**src/rtl/vmips_pc_seq.sv**
```systemverilog
// Program-counter sequencer: IDLE/RUN/HALT control, branch redirect, stall hold
// and a single-level zero-overhead hardware loop.
module vmips_pc_seq #(
  parameter int                  ADDR_W   = 32,
  parameter int                  STEP     = 4,
  parameter int                  CNT_W    = 8,
  parameter logic [ADDR_W-1:0]   RESET_PC = {ADDR_W{1'b0}}
) (
  input  logic              clk,
  input  logic              rst,
  input  logic              start,
  input  logic              stall,
  input  logic              br_taken,
  input  logic [ADDR_W-1:0] br_target,
  input  logic              loop_set,
  input  logic [ADDR_W-1:0] loop_end,
  input  logic [CNT_W-1:0]  loop_count,
  input  logic              halt_req,
  output logic [ADDR_W-1:0] PC,
  output logic [ADDR_W-1:0] nPC,
  output logic              valid,
  output logic              loop_active,
  output logic [CNT_W-1:0]  loop_left,
  output logic              loop_err
);

  localparam logic [ADDR_W-1:0] STEP_V = ADDR_W'(STEP);
  localparam logic [CNT_W-1:0]  CNT_ONE  = {{(CNT_W-1){1'b0}}, 1'b1};
  localparam logic [CNT_W-1:0]  CNT_ZERO = {CNT_W{1'b0}};

  typedef enum logic [1:0] {
    IDLE = 2'd0,
    RUN  = 2'd1,
    HALT = 2'd2
  } state_t;

  state_t            state;
  logic [ADDR_W-1:0] loop_begin;
  logic [ADDR_W-1:0] loop_last;
  logic [ADDR_W-1:0] seq_pc;
  logic              at_end;
  logic              loop_back;

  assign seq_pc    = PC + STEP_V;
  assign at_end    = loop_active && (PC == loop_last) && !br_taken;
  assign loop_back = at_end && (loop_left > CNT_ONE);

  // Next fetch address; frozen outside RUN so nPC mirrors PC there.
  always_comb begin
    nPC = PC;
    if (state == RUN) begin
      if (br_taken) begin
        nPC = br_target;
      end else if (loop_back) begin
        nPC = loop_begin;
      end else begin
        nPC = seq_pc;
      end
    end else begin
      nPC = PC;
    end
  end

  // Control FSM, PC register and loop bookkeeping.
  always_ff @(posedge clk) begin
    if (rst) begin
      state       <= IDLE;
      PC          <= RESET_PC;
      valid       <= 1'b0;
      loop_active <= 1'b0;
      loop_left   <= CNT_ZERO;
      loop_err    <= 1'b0;
      loop_begin  <= {ADDR_W{1'b0}};
      loop_last   <= {ADDR_W{1'b0}};
    end else begin
      case (state)
        IDLE: begin
          if (start) begin
            state <= RUN;
            valid <= 1'b1;
          end
        end
        RUN: begin
          if (halt_req) begin
            state       <= HALT;
            valid       <= 1'b0;
            loop_active <= 1'b0;
          end else if (!stall) begin
            PC <= nPC;
            // Final pass through the body falls through and disarms the loop.
            if (loop_back) begin
              loop_left <= loop_left - CNT_ONE;
            end else if (at_end) begin
              loop_left   <= CNT_ZERO;
              loop_active <= 1'b0;
            end
            if (loop_set) begin
              if (loop_active) begin
                loop_err <= 1'b1;
              end else begin
                loop_begin  <= seq_pc;
                loop_last   <= loop_end;
                loop_left   <= (loop_count == CNT_ZERO) ? CNT_ONE : loop_count;
                loop_active <= 1'b1;
              end
            end
          end
        end
        HALT: begin
          valid <= 1'b0;
        end
        default: begin
          state <= IDLE;
          valid <= 1'b0;
        end
      endcase
    end
  end

endmodule

```
**config.mk**
```make
export PLATFORM = sky130hd
export DESIGN_NAME = vmips_pc_seq
export DESIGN_NICKNAME = d
export VERILOG_FILES = /design/src/rtl/vmips_pc_seq.sv
export SDC_FILE = /design/constraint.sdc
export NUM_CORES = 1
export LEC_CHECK = 0
export CAP_MARGIN = 20
export CORE_ASPECT_RATIO = 2
export CORE_UTILIZATION = 30
export CTS_CLUSTER_DIAMETER = 120
export CTS_CLUSTER_SIZE = 28
export DETAILED_ROUTE_END_ITERATION = 7
export PLACE_DENSITY = 0.5
export SYNTH_ARGS = -nofsm -noshare
export SYNTH_HDL_FRONTEND = slang
export SYNTH_SLANG_ARGS = --single-unit
export TNS_END_PERCENT = 30
```
**constraint.sdc**
```tcl
create_clock -name clk -period 7.2 [get_ports clk]
set_clock_uncertainty 0.1 [all_clocks]
set_input_delay 1.08 -clock clk [delete_from_list [all_inputs] [get_ports clk]]
set_output_delay 1.08 -clock clk [all_outputs]
set_load 0.005 [all_outputs]
```
==> impl_results.md <==
* Status: finished clean
* Reg2reg end: PC[1]$_SDFFE_PP0P_
* Leakage at 2.762 nW
* Port buffer count at around 150
* Hold Crit Class: reg2reg
* Antenna fix cells at 0
* # H-tree levels at 3
* Final Non-Filler Cells at between 1000 and 1500
* Logic pwr share at roughly 18%
* Power per cell area at between 150 and 200 nW/µm²
* Final Critical Period at between 5 and 6 ns
* Synth cell count leaders: nand2_1, dfxtp_1, a21oi_1
* Bufs on Longest Clock Path at 2
* Cell accounting for the most synthesized area: dfxtp_1
* Fraction of power spent switching nets at 28.04%
* R2R setup slack at 3.82 ns
* Cts repair resizes at 0
* Worst-Skew Late Latency at between 0.3 and 0.4 ns
* Peak VDD IR at 0.1102 mV
* Post-synthesis cell type count at between 60 and 70
* Sequential Power Share at about 46%
* Die width at approximately 100 µm
* Initial Util at a little over 30%
* Worst EP required at 6.02 ns
* Sw Pwr at 0.0003915 W
* Mapped Area at roughly 6300 µm²
* DR WL/cell at between 15 and 20 µm
* Place WS at between 1.5 and 2 ns
* Worst setup margin at about 1.6 ns
* GR Overflow Total at 0
* Crit path largest cell delay at 0.60 ns
* Synth-to-Final Area Change at 29.93%
* Row count at 74
* Root buf cell: clkbuf_16
* Largest net degree at the start of global routing at between 70 and 80
* Routed WL at 23460 µm
* Final ANT Viol Nets at 0
* Antenna violations before repair at 0
* Least-Margin Pin Slew at around 1.0 ns
* Clock Sinks at between 100 and 150
* Yosys reg bits at ~110
* CP endpoint: nPC[18]
* Crit path max fanout at 30
* Hold Violations, Final at 0
* Max-cap check violation count at 0
* GRT Resource Usage Total at 21.89%
* Slowest CP cell: a2111oi_2
* P_int at about 0.0010 W
* Core area at 20550 µm²
* Chip Height at roughly 210 µm
* Fraction of layout cells with a size suffix above 1 at under 10%
* DP Area at 7911 µm²
* Post-CTS Setup Inserts at 0
* Clock Power Share at 35.7%
* Most used cell, CP: clkdlybuf4s50_1
* Fmax at approximately 0.18 GHz
* Design Area, Final at 8197 µm²
* Crit path DAT at between 4 and 5 ns
* Post-synthesis sequential area ratio at between 30% and 40%
* Final setup TNS at 0 ns
* 1st-iter DRT viols at around 240
* Top Family by Delay on Critical Path: buffers and inverters
* Routed via count at 6305
* Ys flop type: dfxtp_1
* DP Cell Count at roughly 1200
* FF-to-FF path depth at 8
* Critical path depth at 10
* Final Cycle Share at between 70 and 80%
* Synth Area per Inst at roughly 7.7 µm²
* TritonCTS clock tree: built
* WP buf/inv at 4
* DR DRC count at 0
* Final Core Density at ~40%
* Crit path from: br_taken
* Mapped Cells at between 800 and 900
* First-pass GRT wire length at 36120 µm
* Crit Path Class: in2out
* Synth top area cells: dfxtp_1, nand2_1, a21oi_1, xnor2_1, a31oi_1
* Synth top area share at 34.59%
* Final setup fails at 0
* Syn Nets at between 900 and 1000
* Drt pass-1 iters at 4
* DP Wirelength at approximately 17000 µm
* Crit end category: output port
* Vias/cell at between 5 and 6
* GPL Wtd Cong at 0.8526
* Cell breakdown of the critical path: clkdlybuf4s50_1, inv_2, o2111ai_1, a2111oi_2, and3_1, buf_4, and2_4, o211ai_1, a31oi_1, clkdlybuf4s50_1
* Critical Path Start Type: input pin
* IO Pins at about 150
* Max Slew Vio Count at 0
* RR Startpoint: PC[12]$_SDFFE_PP0P_
* Vias in the first global route at around 6400
* Unrepaired setup endpoints after global routing: no
* Num CTS Buffers at 9
* Ys Warns at 0
* Clk slew on worst S/H paths at 0.07 ns
* Max_slew headroom at a little under a third
* Final net count at ~1000
* Area of the die at about 22000 µm²
* EDFF count, synth at 0
* Hold buffers post-CTS at 0
* Most frequent cell after synthesis: nand2_1
* Fraction of registers with async set/reset at 0%
==> worst register-to-register path, delay by kind of cell (launching register included) <==
kind / cells / cell delay, ns
xor+xnor: 1 / 0.17
simple gates: 4 / 1.51
flops: 1 / 0.61
buf+inv: 1 / 0.33
compound gates: 2 / 0.56
==> flip-flops by register name (all words and copies together), names as in the netlist <==
signal,count
valid,1
PC,32
loop_left,8
loop_err,1
loop_last,32
loop_begin,32
loop_active,1
state,2
==> layout by cell type, fill, tap and decap left out, types with 3 or more instances in the layout <==
cell type	synthesis	layout
nand2_1	156	155
clkdlybuf4s50_1	0	152
dfxtp_1	109	109
a21oi_1	71	71
nor2_1	59	58
a31oi_1	48	48
xnor2_1	39	39
o21ai_0	38	38
nand4_1	22	22
nand3b_1	22	22
xor2_1	21	21
o211ai_2	18	18
nand3_1	17	17
nor3_1	12	11
o211ai_1	9	9
clkbuf_16	0	9
buf_4	4	9
inv_1	7	7
and3_1	7	7
mux2i_1	6	6
nor4_1	5	5
o21a_1	5	5
a22o_1	5	5
nand2b_1	4	4
o21ai_1	4	4
or3_1	4	4
o21ba_2	4	4
and4_1	3	3
a32o_1	3	3
o31ai_1	3	3
or4_1	3	3
a211oi_1	3	3
ha_1	3	3
clkinv_2	0	3
==> metal layers <==
metal	wire [µm]	global-route usage, %	up-vias
met4	1007	11.38	0
met1	8268	21.30	2990
li1	-	-	3092
met2	13560	44.12	172
met3	626	1.919	51
met5	0	0	-
==> kinds of logic after synthesis <==
| kind of cell | synth area share, % |
|---|---|
| compound gates | 23.88 |
| fa+ha+maj | 0.5951 |
| flops | 34.59 |
| xor+xnor | 8.330 |
| simple gates | 25.25 |
| mux | 0.9520 |
| buf+inv | 6.406 |
==> final cells by class <==
type / instances / area (µm²)
clock inverter: 5 / 32.53
inverter: 8 / 30.03
clock buffer: 11 / 252.7
sequential: 109 / 2182
fill: 2220 / 12360
tap: 266 / 332.8
multi-input combinational: 626 / 3745
timing repair buffer: 163 / 1622
==> how the worst min path moves through the flow <==
stage	startpoint	endpoint	depth (start not counted)
floorplan	loop_begin[10]$_SDFFE_PP0P_	loop_begin[10]$_SDFFE_PP0P_	2
global placement	loop_begin[13]$_SDFFE_PP0P_	loop_begin[13]$_SDFFE_PP0P_	2
detailed placement	loop_begin[10]$_SDFFE_PP0P_	loop_begin[10]$_SDFFE_PP0P_	2
CTS	loop_begin[11]$_SDFFE_PP0P_	loop_begin[11]$_SDFFE_PP0P_	2
global route	loop_begin[14]$_SDFFE_PP0P_	loop_begin[14]$_SDFFE_PP0P_	2
finish	loop_begin[11]$_SDFFE_PP0P_	loop_begin[11]$_SDFFE_PP0P_	2
==> per-stage QoR <==
stage	hold WS [ns]	total power [W]
floorplan	0.3311	0.0007715
global placement	0.3368	0.0009130
detailed placement	0.3443	0.0009144
CTS	0.3541	0.001407
global route	0.3722	0.001456
finish	0.3527	0.001396
==> power groups by stage <==
| stage | sequential [W] | clock [W] | combinational (W) |
|---|---|---|---|
| 3_3_place_gp | 0.000656 | 0 | 0.000257 |
| 4_1_cts | 0.000642 | 0.000506 | 0.000259 |
| 5_1_grt | 0.000644 | 0.000534 | 0.000279 |
| 3_5_place_dp | 0.000656 | 0 | 0.000259 |
| 2_1_floorplan | 0.000641 | 0 | 0.000131 |
| 6_report | 0.000641 | 0.000498 | 0.000257 |
(Power assumes the default switching activity.)
